File: src/rtl/act_pipe_pkg.sv
// Shared types and PWL sigmoid constants for the activation pipeline.
// Breakpoints and offsets scale with the fraction width (FRAC >= 5).
package act_pipe_pkg;

  typedef struct packed {
    int unsigned prec;
  } dconf_t;

  localparam dconf_t DEF_DCONF_C = '{prec: 32'd16};

  typedef enum logic [1:0] {
    STEP    = 2'd0,
    LINEAR  = 2'd1,
    ReLU    = 2'd2,
    SIGMOID = 2'd3
  } actf_t;

  typedef enum logic [1:0] {
    SEG_LO  = 2'd0,
    SEG_MID = 2'd1,
    SEG_HI  = 2'd2,
    SEG_SAT = 2'd3
  } pwl_seg_t;

  // Breakpoints: 5.0, 2.375 (19/8), 1.0
  function automatic int unsigned pwl_bp_sat(input int unsigned frac);
    return 32'd5 << frac;
  endfunction

  function automatic int unsigned pwl_bp_hi(input int unsigned frac);
    return 32'd19 << (frac - 32'd3);
  endfunction

  function automatic int unsigned pwl_bp_mid(input int unsigned frac);
    return 32'd1 << frac;
  endfunction

  // Offsets: 0.84375 (27/32), 0.625 (5/8), 0.5
  function automatic int unsigned pwl_off_hi(input int unsigned frac);
    return 32'd27 << (frac - 32'd5);
  endfunction

  function automatic int unsigned pwl_off_mid(input int unsigned frac);
    return 32'd5 << (frac - 32'd3);
  endfunction

  function automatic int unsigned pwl_off_lo(input int unsigned frac);
    return 32'd1 << (frac - 32'd1);
  endfunction

endpackage

File: src/rtl/act_sigmoid_pwl.sv
// Single-lane shift-add piecewise-linear sigmoid; purely combinational.
// Evaluates the positive half on |x| and mirrors it as 1.0 - y for negative x.
module act_sigmoid_pwl
  import act_pipe_pkg::*;
#(
  parameter int unsigned PREC = 16,
  parameter int unsigned FRAC = 8
) (
  input  logic            sign,
  input  logic [PREC-1:0] mag,
  input  pwl_seg_t        seg,
  output logic [PREC-1:0] y
);

  localparam logic [PREC-1:0] ONE     = PREC'(32'd1 << FRAC);
  localparam logic [PREC-1:0] OFF_HI  = PREC'(pwl_off_hi(FRAC));
  localparam logic [PREC-1:0] OFF_MID = PREC'(pwl_off_mid(FRAC));
  localparam logic [PREC-1:0] OFF_LO  = PREC'(pwl_off_lo(FRAC));

  logic [PREC-1:0] pos;

  always_comb begin
    pos = ONE;
    case (seg)
      SEG_SAT: pos = ONE;
      SEG_HI:  pos = (mag >> 5) + OFF_HI;
      SEG_MID: pos = (mag >> 3) + OFF_MID;
      default: pos = (mag >> 2) + OFF_LO;
    endcase
    y = sign ? (ONE - pos) : pos;
  end

endmodule

File: src/rtl/act_pipe.sv
// Two-stage multi-lane activation unit with valid/ready handshake.
// Define ACT_SIGMOID_EN to build the PWL sigmoid; otherwise SIGMOID acts as LINEAR.
`ifndef DEF_DCONF
`define DEF_DCONF act_pipe_pkg::DEF_DCONF_C
`endif

module act_pipe
  import act_pipe_pkg::*;
#(
  parameter dconf_t      CONF  = `DEF_DCONF,
  parameter int unsigned FRAC  = 8,
  parameter int unsigned LANES = 4
) (
  input  logic                         clk,
  input  logic                         reset_,
  input  logic                         in_valid,
  output logic                         in_ready,
  input  actf_t                        in_mode,
  input  logic [LANES*CONF.prec-1:0]   in_data,
  output logic                         out_valid,
  input  logic                         out_ready,
  output logic [LANES*CONF.prec-1:0]   out_data,
  output logic                         busy
);

  localparam int unsigned P = CONF.prec;
  localparam int unsigned W = LANES * P;
  localparam logic [P-1:0] ONE = P'(32'd1 << FRAC);

  logic s1_v, s2_v;
  logic s1_load, s2_load;
  logic s1_v_nxt, s2_v_nxt;

  actf_t        s1_mode;
  logic [P-1:0] s1_x [LANES];
  logic [P-1:0] res_c [LANES];
  logic [W-1:0] res_flat;

  // Handshake: in_ready follows out_ready combinationally through s2_load
  always_comb begin
    s2_load  = !s2_v || out_ready;
    s1_load  = !s1_v || s2_load;
    s1_v_nxt = s1_load ? in_valid : s1_v;
    s2_v_nxt = s2_load ? s1_v : s2_v;
  end

  assign in_ready  = s1_load;
  assign out_valid = s2_v;

`ifdef ACT_SIGMOID_EN
  localparam logic [P-1:0] MAXP   = {1'b0, {(P-1){1'b1}}};
  localparam logic [P-1:0] MINN   = {1'b1, {(P-1){1'b0}}};
  localparam logic [P-1:0] BP_SAT = P'(pwl_bp_sat(FRAC));
  localparam logic [P-1:0] BP_HI  = P'(pwl_bp_hi(FRAC));
  localparam logic [P-1:0] BP_MID = P'(pwl_bp_mid(FRAC));

  logic [P-1:0] in_mag [LANES];
  pwl_seg_t     in_seg [LANES];
  logic [P-1:0] s1_mag [LANES];
  pwl_seg_t     s1_seg [LANES];
  logic [P-1:0] sig_y  [LANES];

  // |x| with the most negative value saturated, then segment select
  always_comb begin
    for (int i = 0; i < int'(LANES); i++) begin
      in_mag[i] = in_data[i*P +: P];
      if (in_data[i*P + P - 1]) begin
        in_mag[i] = (in_data[i*P +: P] == MINN) ? MAXP : (~in_data[i*P +: P] + P'(1));
      end
      if (in_mag[i] >= BP_SAT)      in_seg[i] = SEG_SAT;
      else if (in_mag[i] >= BP_HI)  in_seg[i] = SEG_HI;
      else if (in_mag[i] >= BP_MID) in_seg[i] = SEG_MID;
      else                          in_seg[i] = SEG_LO;
    end
  end

  for (genvar g = 0; g < int'(LANES); g++) begin : g_sig
    act_sigmoid_pwl #(.PREC(P), .FRAC(FRAC)) u_sig (
      .sign (s1_x[g][P-1]),
      .mag  (s1_mag[g]),
      .seg  (s1_seg[g]),
      .y    (sig_y[g])
    );
  end
`endif

  // Stage 1: capture data and mode with the transaction
  always_ff @(posedge clk or negedge reset_) begin
    if (!reset_) begin
      s1_v    <= 1'b0;
      s1_mode <= LINEAR;
      for (int i = 0; i < int'(LANES); i++) begin
        s1_x[i] <= '0;
`ifdef ACT_SIGMOID_EN
        s1_mag[i] <= '0;
        s1_seg[i] <= SEG_LO;
`endif
      end
    end else begin
      s1_v <= s1_v_nxt;
      if (s1_load && in_valid) begin
        s1_mode <= in_mode;
        for (int i = 0; i < int'(LANES); i++) begin
          s1_x[i] <= in_data[i*P +: P];
`ifdef ACT_SIGMOID_EN
          s1_mag[i] <= in_mag[i];
          s1_seg[i] <= in_seg[i];
`endif
        end
      end
    end
  end

  // Per-lane function select; unknown modes fall through to LINEAR
  always_comb begin
    res_flat = '0;
    for (int i = 0; i < int'(LANES); i++) begin
      res_c[i] = s1_x[i];
      case (s1_mode)
        STEP:    res_c[i] = s1_x[i][P-1] ? '0 : ONE;
        LINEAR:  res_c[i] = s1_x[i];
        ReLU:    res_c[i] = s1_x[i][P-1] ? '0 : s1_x[i];
`ifdef ACT_SIGMOID_EN
        SIGMOID: res_c[i] = sig_y[i];
`endif
        default: res_c[i] = s1_x[i];
      endcase
      res_flat[i*P +: P] = res_c[i];
    end
  end

  // Stage 2: registered results; held while downstream stalls
  always_ff @(posedge clk or negedge reset_) begin
    if (!reset_) begin
      s2_v     <= 1'b0;
      out_data <= '0;
      busy     <= 1'b0;
    end else begin
      s2_v <= s2_v_nxt;
      busy <= s1_v_nxt || s2_v_nxt;
      if (s2_load && s1_v) begin
        out_data <= res_flat;
      end
    end
  end

endmodule

File: config.mk
export PLATFORM = sky130hd
export DESIGN_NAME = act_pipe
export DESIGN_NICKNAME = d
export VERILOG_FILES = /design/src/rtl/act_pipe_pkg.sv /design/src/rtl/act_sigmoid_pwl.sv /design/src/rtl/act_pipe.sv
export SDC_FILE = /design/constraint.sdc
export NUM_CORES = 1
export LEC_CHECK = 0
export ABC_AREA = 1
export BUFFER_PORTS_ARGS = -buffer_cell sky130_fd_sc_hd__buf_2
export CAP_MARGIN = 20
export CORE_AREA = 2 2 104 106
export CTS_BUF_LIST = sky130_fd_sc_hd__clkbuf_8 sky130_fd_sc_hd__clkbuf_16
export DETAILED_ROUTE_END_ITERATION = 12
export DIE_AREA = 0 0 106 108
export HOLD_SLACK_MARGIN = 0.1
export PLACE_DENSITY_LB_ADDON = 0.05
export SETUP_SLACK_MARGIN = 0.02
export SLEW_MARGIN = 20
export SYNTH_ARGS = -nofsm -noshare
export SYNTH_HDL_FRONTEND = slang
export SYNTH_SLANG_ARGS = --single-unit
File: constraint.sdc
create_clock -name clk -period 1.5 [get_ports clk]
set_input_delay 0 -clock clk [delete_from_list [all_inputs] [get_ports clk]]
set_output_delay 0 -clock clk [all_outputs]
set_load 0.05 [all_outputs]
Word level (Yosys, flattened, before mapping)
Cells that the tools add are included.

Add/sub/neg operators: 0. $mul: 0. Div/mod/pow operators: 0. $lt $le $gt $ge: 0. Equality and inequality tests: 1. Shifts and indexed selects: 0. Muxes and demuxes: 14. Bitwise operators: 0. Reductions and logical operators: 8.

Operator list (number): $pmux 16 s2 (4); $mux 15 (4); $mux 9 (4); $logic_or 1x1->1 (3); $eq 2x2->1 const B (1); $logic_and 1x1->1 (2); $logic_not 1->1 (2); $logic_not 2->1 (1); $mux 1 (2).

Register bits after elaboration: 133. Latch bits: 0. Memory bits (writable): 0. Bits in read-only memories: 0. Input bits: 70. Output and inout bits: 67. Word-level logic and storage cells: 32. Memories kept: 0.

Depth between registers and ports, before layout
Gate-level depths: netlist of run 1.

Depth after elaboration: 5. Mapped depth: 7. Mapped depth without buffers: 6.

Worst setup path before layout of run 1
No wires, ideal clock.

Path type: register to register. Start: register s2_v, in the netlist out_valid. End: register s1_x[32] (netlist bit). Setup time: 69 ps. Arrival: 1616 ps. Data required time: 1431 ps. Setup slack: -185 ps. Stages on the path, launching flop included: 5. Buffers on the path: 1. Clock period less this slack: 1685 ps. Cell sequence: dfrtp_1 nand3_2 clkbuf_1 nand3_1 nand2_1.

Word-level cells in the longest chain between the ends: 4.

RTL lines: from (decl) (RTL line act_pipe.sv:30) `logic s1_v, s2_v;`; from (signal assigned) (RTL line act_pipe.sv:139) `s2_v <= s2_v_nxt;`; $logic_not 1->1 (RTL line act_pipe.sv:41) `s2_load = !s2_v || out_ready;`; $logic_or 1x1->1 (RTL line act_pipe.sv:41); $logic_or 1x1->1 (RTL line act_pipe.sv:42) `s1_load = !s1_v || s2_load;`; via in_ready (RTL line act_pipe.sv:17) `output logic in_ready,`; $logic_and 1x1->1 (RTL line act_pipe.sv:101) `if (s1_load && in_valid) begin`; to (signal, indexed assignment) (RTL line act_pipe.sv:104) `s1_x[i] <= in_data[i*P +: P];`; to (decl) (RTL line act_pipe.sv:35) `logic [P-1:0] s1_x [LANES];`.

The timed path passes the listed nets, and every way through them passes these cells. A chain may end at the register's enable or synchronous reset.

Worst setup path after layout of run 1
Start: register s1_v. End: output in_ready.

Word-level cells in the longest chain between the ends: 2.

RTL lines: from (decl) (RTL line act_pipe.sv:30); from (signal assigned) (RTL line act_pipe.sv:100) `s1_v <= s1_v_nxt;`; $logic_not 1->1 (RTL line act_pipe.sv:42); $logic_or 1x1->1 (RTL line act_pipe.sv:42); to (decl) (RTL line act_pipe.sv:17).

Every way passes these cells.

==> summary.txt, run 1 <==
status - finished clean
Fin. Hold Viols - 0
# rows - 37
slowest library cell on the worst path - dfrtp_2
CTS tree - yes
crit path capture type - primary output
pwr dens - 1530 nW/µm²
grt ovf - 0
vias per inst - 5.11
clock latency on the worst-skew pair - 510 ps
R2R Path End - out_data[45]$_DFFE_PN0P_
cell area after layout - 7540 µm²
Core Area - 10,200 µm²
Root Buffer - clkbuf_8
Slew HR - 57.3%
via count - 4,815
vias in the first global route - 4,701
critical path required time - 1500 ps
1st-pass router iterations - 5
Worst Reg-to-Reg Cells - 4
CP cell instances - nand3_4, buf_12, buf_6
Largest stage delay, worst path - 440 ps
critical path type - reg -> out
WP data arrival - 1390 ps
die area - 11,400 µm²
Starting Density - 52.2%
HP Class - in -> reg
first-pass GRT wire length - 22.5 mm
Crit Path Max Fanout - 10
mean post-synth cell area - 9.00 µm²
gr usage total - 25.3%
synth warn - 0
dpl cells - 838
placed cell area - 6140 µm²
port buffer count - 136
Max clock buf depth - 2
layout cells sized above 1 - 23.8%
static leakage - 4.19 nW
CP Launch Type - register
Tot Pwr - 11.5 mW
Final #Nets - 864
sequential-to-total area share from yosys stat - 62.4%
Final WS setup - 107 ps
Critical Path Start - s1_v$_DFF_PN0_
final worst path period share - 92.9%
number of diodes - 0
Final ANT Viol Nets - 0
Setup violations, final - 0
Final Non-Filler Cells - 942
RSZ-0062 raised after global routing - no
dpl ws - 176 ps
routed len/inst - 14.7 µm
Clock Pin Slew Worst Setup and Hold Paths - 60 ps
origin of the critical flop-to-flop path - s1_mode[1]$_DFFE_PN0P_
largest net degree at the start of global routing - 48
1st-iter DRT viols - 310
FMAX - 718 MHz
final core utilization - 73.7%
Die Y - 108 µm
Detailed Route WL - 13.8 mm
Final Skew - 6.11 ps
#FFs+latches synth - 133
Slew Limit Fails - 0
io pins - 137
Num CTS Buffers - 17
H-tree depth - 4
DP HPWL - 8.12 mm
Mapped Nets - 663
DRC - 0
Final Critical Period - 1390 ps
setup tns final - 0 ps
setup slack, reg-to-reg - 160 ps
area grow syn2layout - 41.3%
Synth cell types - 16
Worst-Margin Slew - 639 ps
synthesized area - 5340 µm²
worst vdd ir - 831 µV
routability cong. - 0.787
CTS sink count - 133
Die Wd - 106 µm
Final Hold Slack - 253 ps
total of max-cap violations - 0
Worst Setup EP - in_ready
Cells after Synth - 593
initial antenna violation count - 0
-- repair_timing --
item,CTS,global route
cloned,1,1
setup endpoints to repair,1,2
endpoints found under the hold margin,202,0
buffers inserted,0,1
gates resized for setup,6,2
pin swaps,0,1
hold buffers,70,0
-- state kept, by name, indices dropped and copies added, names as in the netlist --
signal     flops
busy           1
out_data      64
out_valid      1
s1_mode        2
s1_v           1
s1_x          64
-- layer usage --
metal	vias up	share of wire (%)	GRT usage, %
met4	0	1.7	10.8
li1	2299	-	-
met2	166	48	40.0
met3	20	6.4	6.09
met5	-	0	0
met1	2330	44	33.8
-- where the power goes --
part	leakage (nW)	internal (mW)	total, mW	switching (mW)
logic	2.22	0.813	2.93	2.11
registers	1.68	4.16	4.48	0.324
clock network	0.297	2.68	4.13	1.45
total	4.19	7.65	11.5	3.89
-- cells by family (layout without fill, tap and decap cells) --
kind of cell / count (synthesis) / count (layout) / synth area share [%]
and+or+nand+nor: 402 / 402 / 31.4
buffers and inverters: 50 / 263 / 4.97
DFF: 133 / 133 / 62.4
AOI/OAI and AO/OA: 8 / 8 / 1.22
-- synth_stat cells --
cell type  count  area share [%]
dfrtp_1      132              62
clkbuf_2       1           0.094
inv_2          1           0.070
o21bai_2       4            0.84
nand3_1      127              12
buf_6          5             1.1
nand2_2        1            0.12
dfstp_2        1            0.49
o21ai_0        4            0.38
buf_2         25             2.3
buf_4          2            0.28
inv_1          9            0.63
clkbuf_1       6            0.42
nand2_1      273              19
buf_1          1           0.070
nand3_2        1            0.19
-- final cells by class --
type | count | area [µm²]
inverter | 10 | 37.5
sequential | 133 | 3330
clock buffer | 21 | 469
tap | 136 | 170
clock inverter | 10 | 129
multi-input combinational | 410 | 1760
fill | 800 | 2690
timing repair buffer | 222 | 1640
-- layout by cell type, fill, tap and decap left out --
| master | netlist | layout |
|---|---|---|
| nand2_1 | 273 | 272 |
| buf_2 | 25 | 134 |
| dfrtp_1 | 132 | 131 |
| nand3_1 | 127 | 127 |
| dlygate4sd3_1 | 0 | 70 |
| clkbuf_16 | 0 | 17 |
| inv_1 | 9 | 10 |
| buf_12 | 0 | 7 |
| buf_4 | 2 | 7 |
| clkbuf_8 | 0 | 5 |
| o21ai_0 | 4 | 4 |
| clkinv_2 | 0 | 4 |
| o21bai_2 | 4 | 3 |
| bufinv_16 | 0 | 3 |
| nand2_2 | 1 | 2 |
| clkinvlp_4 | 0 | 2 |
| buf_6 | 5 | 2 |
| nand3_4 | 0 | 1 |
| inv_2 | 1 | 1 |
| o21bai_4 | 0 | 1 |
| bufbuf_16 | 0 | 1 |
| dfstp_2 | 1 | 1 |
| dfrtp_2 | 0 | 1 |
-- worst min-delay path by stage --
stage,start,endpoint,slack (ps),depth (start not counted)
after CTS,in_data[9],s1_x[57]$_DFFE_PN0P_,220,4
final,in_data[18],s1_x[34]$_DFFE_PN0P_,250,4
after global placement,reset_,out_data[61]$_DFFE_PN0P_,-30,1
after detailed placement,reset_,out_data[61]$_DFFE_PN0P_,-40,1
after floorplan,reset_,busy$_DFF_PN0_,-300,0
after global routing,in_data[12],s1_x[60]$_DFFE_PN0P_,260,4
-- worst max-delay path: cells and delay by family, from the launching register on --
kind / cells / cell delay (ps)
buffers and inverters: 2 / 310
AND/OR/NAND/NOR: 1 / 130
flip-flops: 1 / 440
Power figures use the tool's default switching activity.
==> run 2, diff against run 1 <==
Settings changed: REMOVE_ABC_BUFFERS from default to 1.
==> run 2 against run 1 <==
First-iteration DRC count is 20% lower. Clock power hardly changed. Global-route usage is 0.50 points higher. Count of clock-buffer cells in the layout is 1 lower. Cell count stayed put. Non-clock buffer count is 1 lower. Worst setup slack better by 17 ps. Power is 0.42% higher. Sequential power hardly changed. Utilization is 0.22 points higher. Wire length hardly changed. Critical path type is now reg -> reg. Largest power group unchanged.
==> summary.txt, run 2 (synthesis results as in run 1) <==
Max clock buf depth - 2 (unchanged)
slowest library cell on the worst path - o21bai_2 (was dfrtp_2)
dpl cells - 836 (was 838)
Final WS setup - 124 ps (was 107 ps)
Final #Nets - 863 (was 864)
layout cells sized above 1 - 23.9% (was 23.8%)
Final ANT Viol Nets - 0 (unchanged)
vias per inst - 4.96 (was 5.11)
number of diodes - 0 (unchanged)
status - finished clean (unchanged)
Filler cells - 784 (was 800)
io pins - 137 (unchanged)
placed cell area - 6150 µm² (was 6140 µm²)
port buffer count - 136 (unchanged)
FMAX - 727 MHz (was 718 MHz)
CP cell instances - inv_1, o21bai_2, nand3_1, nand2_1 (was nand3_4, buf_12, buf_6)
RSZ-0062 raised after global routing - yes (was no)
Detailed Route WL - 13.8 mm (about the same)
initial antenna violation count - 0 (unchanged)
CP Launch Type - register (unchanged)
Final Skew - 6.70 ps (was 6.11 ps)
Crit Path Max Fanout - 14 (was 10)
routability cong. - 0.771 (was 0.787)
Die Y - 108 µm (unchanged)
clock latency on the worst-skew pair - 510 ps (about the same)
DRC - 0 (unchanged)
Worst-Margin Slew - 697 ps (was 639 ps)
Die Wd - 106 µm (unchanged)
Regs by FF count - out_data: 64 flops, s1_x: 64 flops, s1_mode: 2 flops (unchanged)
Tot Pwr - 11.6 mW (was 11.5 mW)
Multi-input gate area - 1760 µm² (unchanged)
leading cell types in the layout, fill and taps excluded - nand2_1 (272), buf_2 (134), dfrtp_1 (131) (unchanged)
CTS sink count - 133 (unchanged)
routed len/inst - 14.7 µm (about the same)
gr usage total - 25.8% (was 25.3%)
area grow syn2layout - 41.7% (was 41.3%)
CTS tree - yes (unchanged)
1st-iter DRT viols - 248 (was 310)
final worst path period share - 91.7% (was 92.9%)
Root Buffer - clkbuf_8 (unchanged)
critical path type - reg -> reg (was reg -> out)
1st-pass router iterations - 4 (was 5)
dpl ws - 150 ps (was 176 ps)
Final Non-Filler Cells - 942 (unchanged)
Largest stage delay, worst path - 580 ps (was 440 ps)
Setup violations, final - 0 (unchanged)
commonest non-fill, non-tap cell in the layout - nand2_1 (unchanged)
setup tns final - 0 ps (unchanged)
vias in the first global route - 4,604 (was 4,701)
Clock Pin Slew Worst Setup and Hold Paths - 60 ps (about the same)
critical path required time - 1950 ps (was 1500 ps)
worst vdd ir - 796 µV (was 831 µV)
Final Hold Slack - 255 ps (was 253 ps)
static leakage - 4.19 nW (about the same)
via count - 4,672 (was 4,815)
Starting Density - 52.2% (unchanged)
HP Class - in -> reg (unchanged)
Reg area - 3330 µm² (unchanged)
H-tree depth - 4 (unchanged)
pwr dens - 1530 nW/µm² (about the same)
# rows - 37 (unchanged)
die area - 11,400 µm² (unchanged)
grt ovf - 0 (unchanged)
crit path capture type - register (was primary output)
WP data arrival - 1820 ps (was 1390 ps)
Core Area - 10,200 µm² (unchanged)
Fin. Hold Viols - 0 (unchanged)
largest net degree at the start of global routing - 68 (was 48)
Slew HR - 53.5% (was 57.3%)
total of max-cap violations - 0 (unchanged)
cell area after layout - 7560 µm² (was 7540 µm²)
DP HPWL - 7.67 mm (was 8.12 mm)
Num CTS Buffers - 17 (unchanged)
Slew Limit Fails - 0 (unchanged)
final core utilization - 73.9% (was 73.7%)
Final Critical Period - 1380 ps (was 1390 ps)
first-pass GRT wire length - 22.7 mm (was 22.5 mm)
==> run 2: changes by cell type in the layout (fill, tap and decap cells not counted) <==
cell	change
inv_1	-1
bufbuf_16	+1
clkinv_2	-1
buf_12	+1
clkbuf_16	-1
buf_4	-2
clkinv_4	+2
clkinvlp_4	+2
clkbuf_8	-1
==> run 2: power breakdown <==
| part | switching [mW] | internal, mW |
|---|---|---|
| logic | 2.12 | 0.819 |
| registers | 0.332 | 4.16 |
| clock network | 1.51 | 2.66 |
==> run 2: final timing paths <==
path                                        start                  endpoint  slack [ps]  cells after the start
min in group asynchronous                  reset_  out_data[17]$_DFFE_PN0P_         570                      3
hold / removal                        in_data[30]      s1_x[46]$_DFFE_PN0P_         250                      4
max in group asynchronous                  reset_      s1_x[51]$_DFFE_PN0P_         370                      4
setup reg to reg           s1_mode[1]$_DFFE_PN0P_  out_data[38]$_DFFE_PN0P_         120                      4
hold reg to reg              s1_x[62]$_DFFE_PN0P_      s1_x[62]$_DFFE_PN0P_         470                      2
setup / recovery           s1_mode[1]$_DFFE_PN0P_  out_data[38]$_DFFE_PN0P_         120                      4
==> run 2: final cells by class <==
| type | instances | share of cell area [%] |
|---|---|---|
| flip-flops and latches | 133 | 44.0 |
| multi-input cells | 410 | 23.3 |
| repair buffers | 221 | 21.9 |
| clock buffers | 20 | 6.02 |
| well taps | 136 | 2.25 |
| clock inverters | 12 | 2.02 |
| inverters | 10 | 0.496 |
==> run 2: what timing repair did <==
action | in CTS | in global routing
hold buffers | 70 | 0
gates cloned | 2 | 0
setup endpoints to repair | 1 | 10
endpoints found under the hold margin | 202 | 0
resized for setup | 3 | 2
buffers inserted | 0 | 2
==> run 2: worst max-delay path: cells and delay by family (launching register included) <==
kind / cells / cell delay (ps)
buffers and inverters: 1 / 130
and+or+nand+nor: 2 / 270
DFF: 1 / 340
AOI/OAI and AO/OA: 1 / 580
==> run 2: routing by layer <==
| layer | up-vias | wire [µm] | GRT usage [%] |
|---|---|---|---|
| li1 | 2294 | - | - |
| met1 | 2215 | 5930 | 33.5 |
| met2 | 151 | 6930 | 43.4 |
| met3 | 12 | 803 | 6.03 |
| met4 | 0 | 162 | 8.18 |
| met5 | - | 0 | 0 |
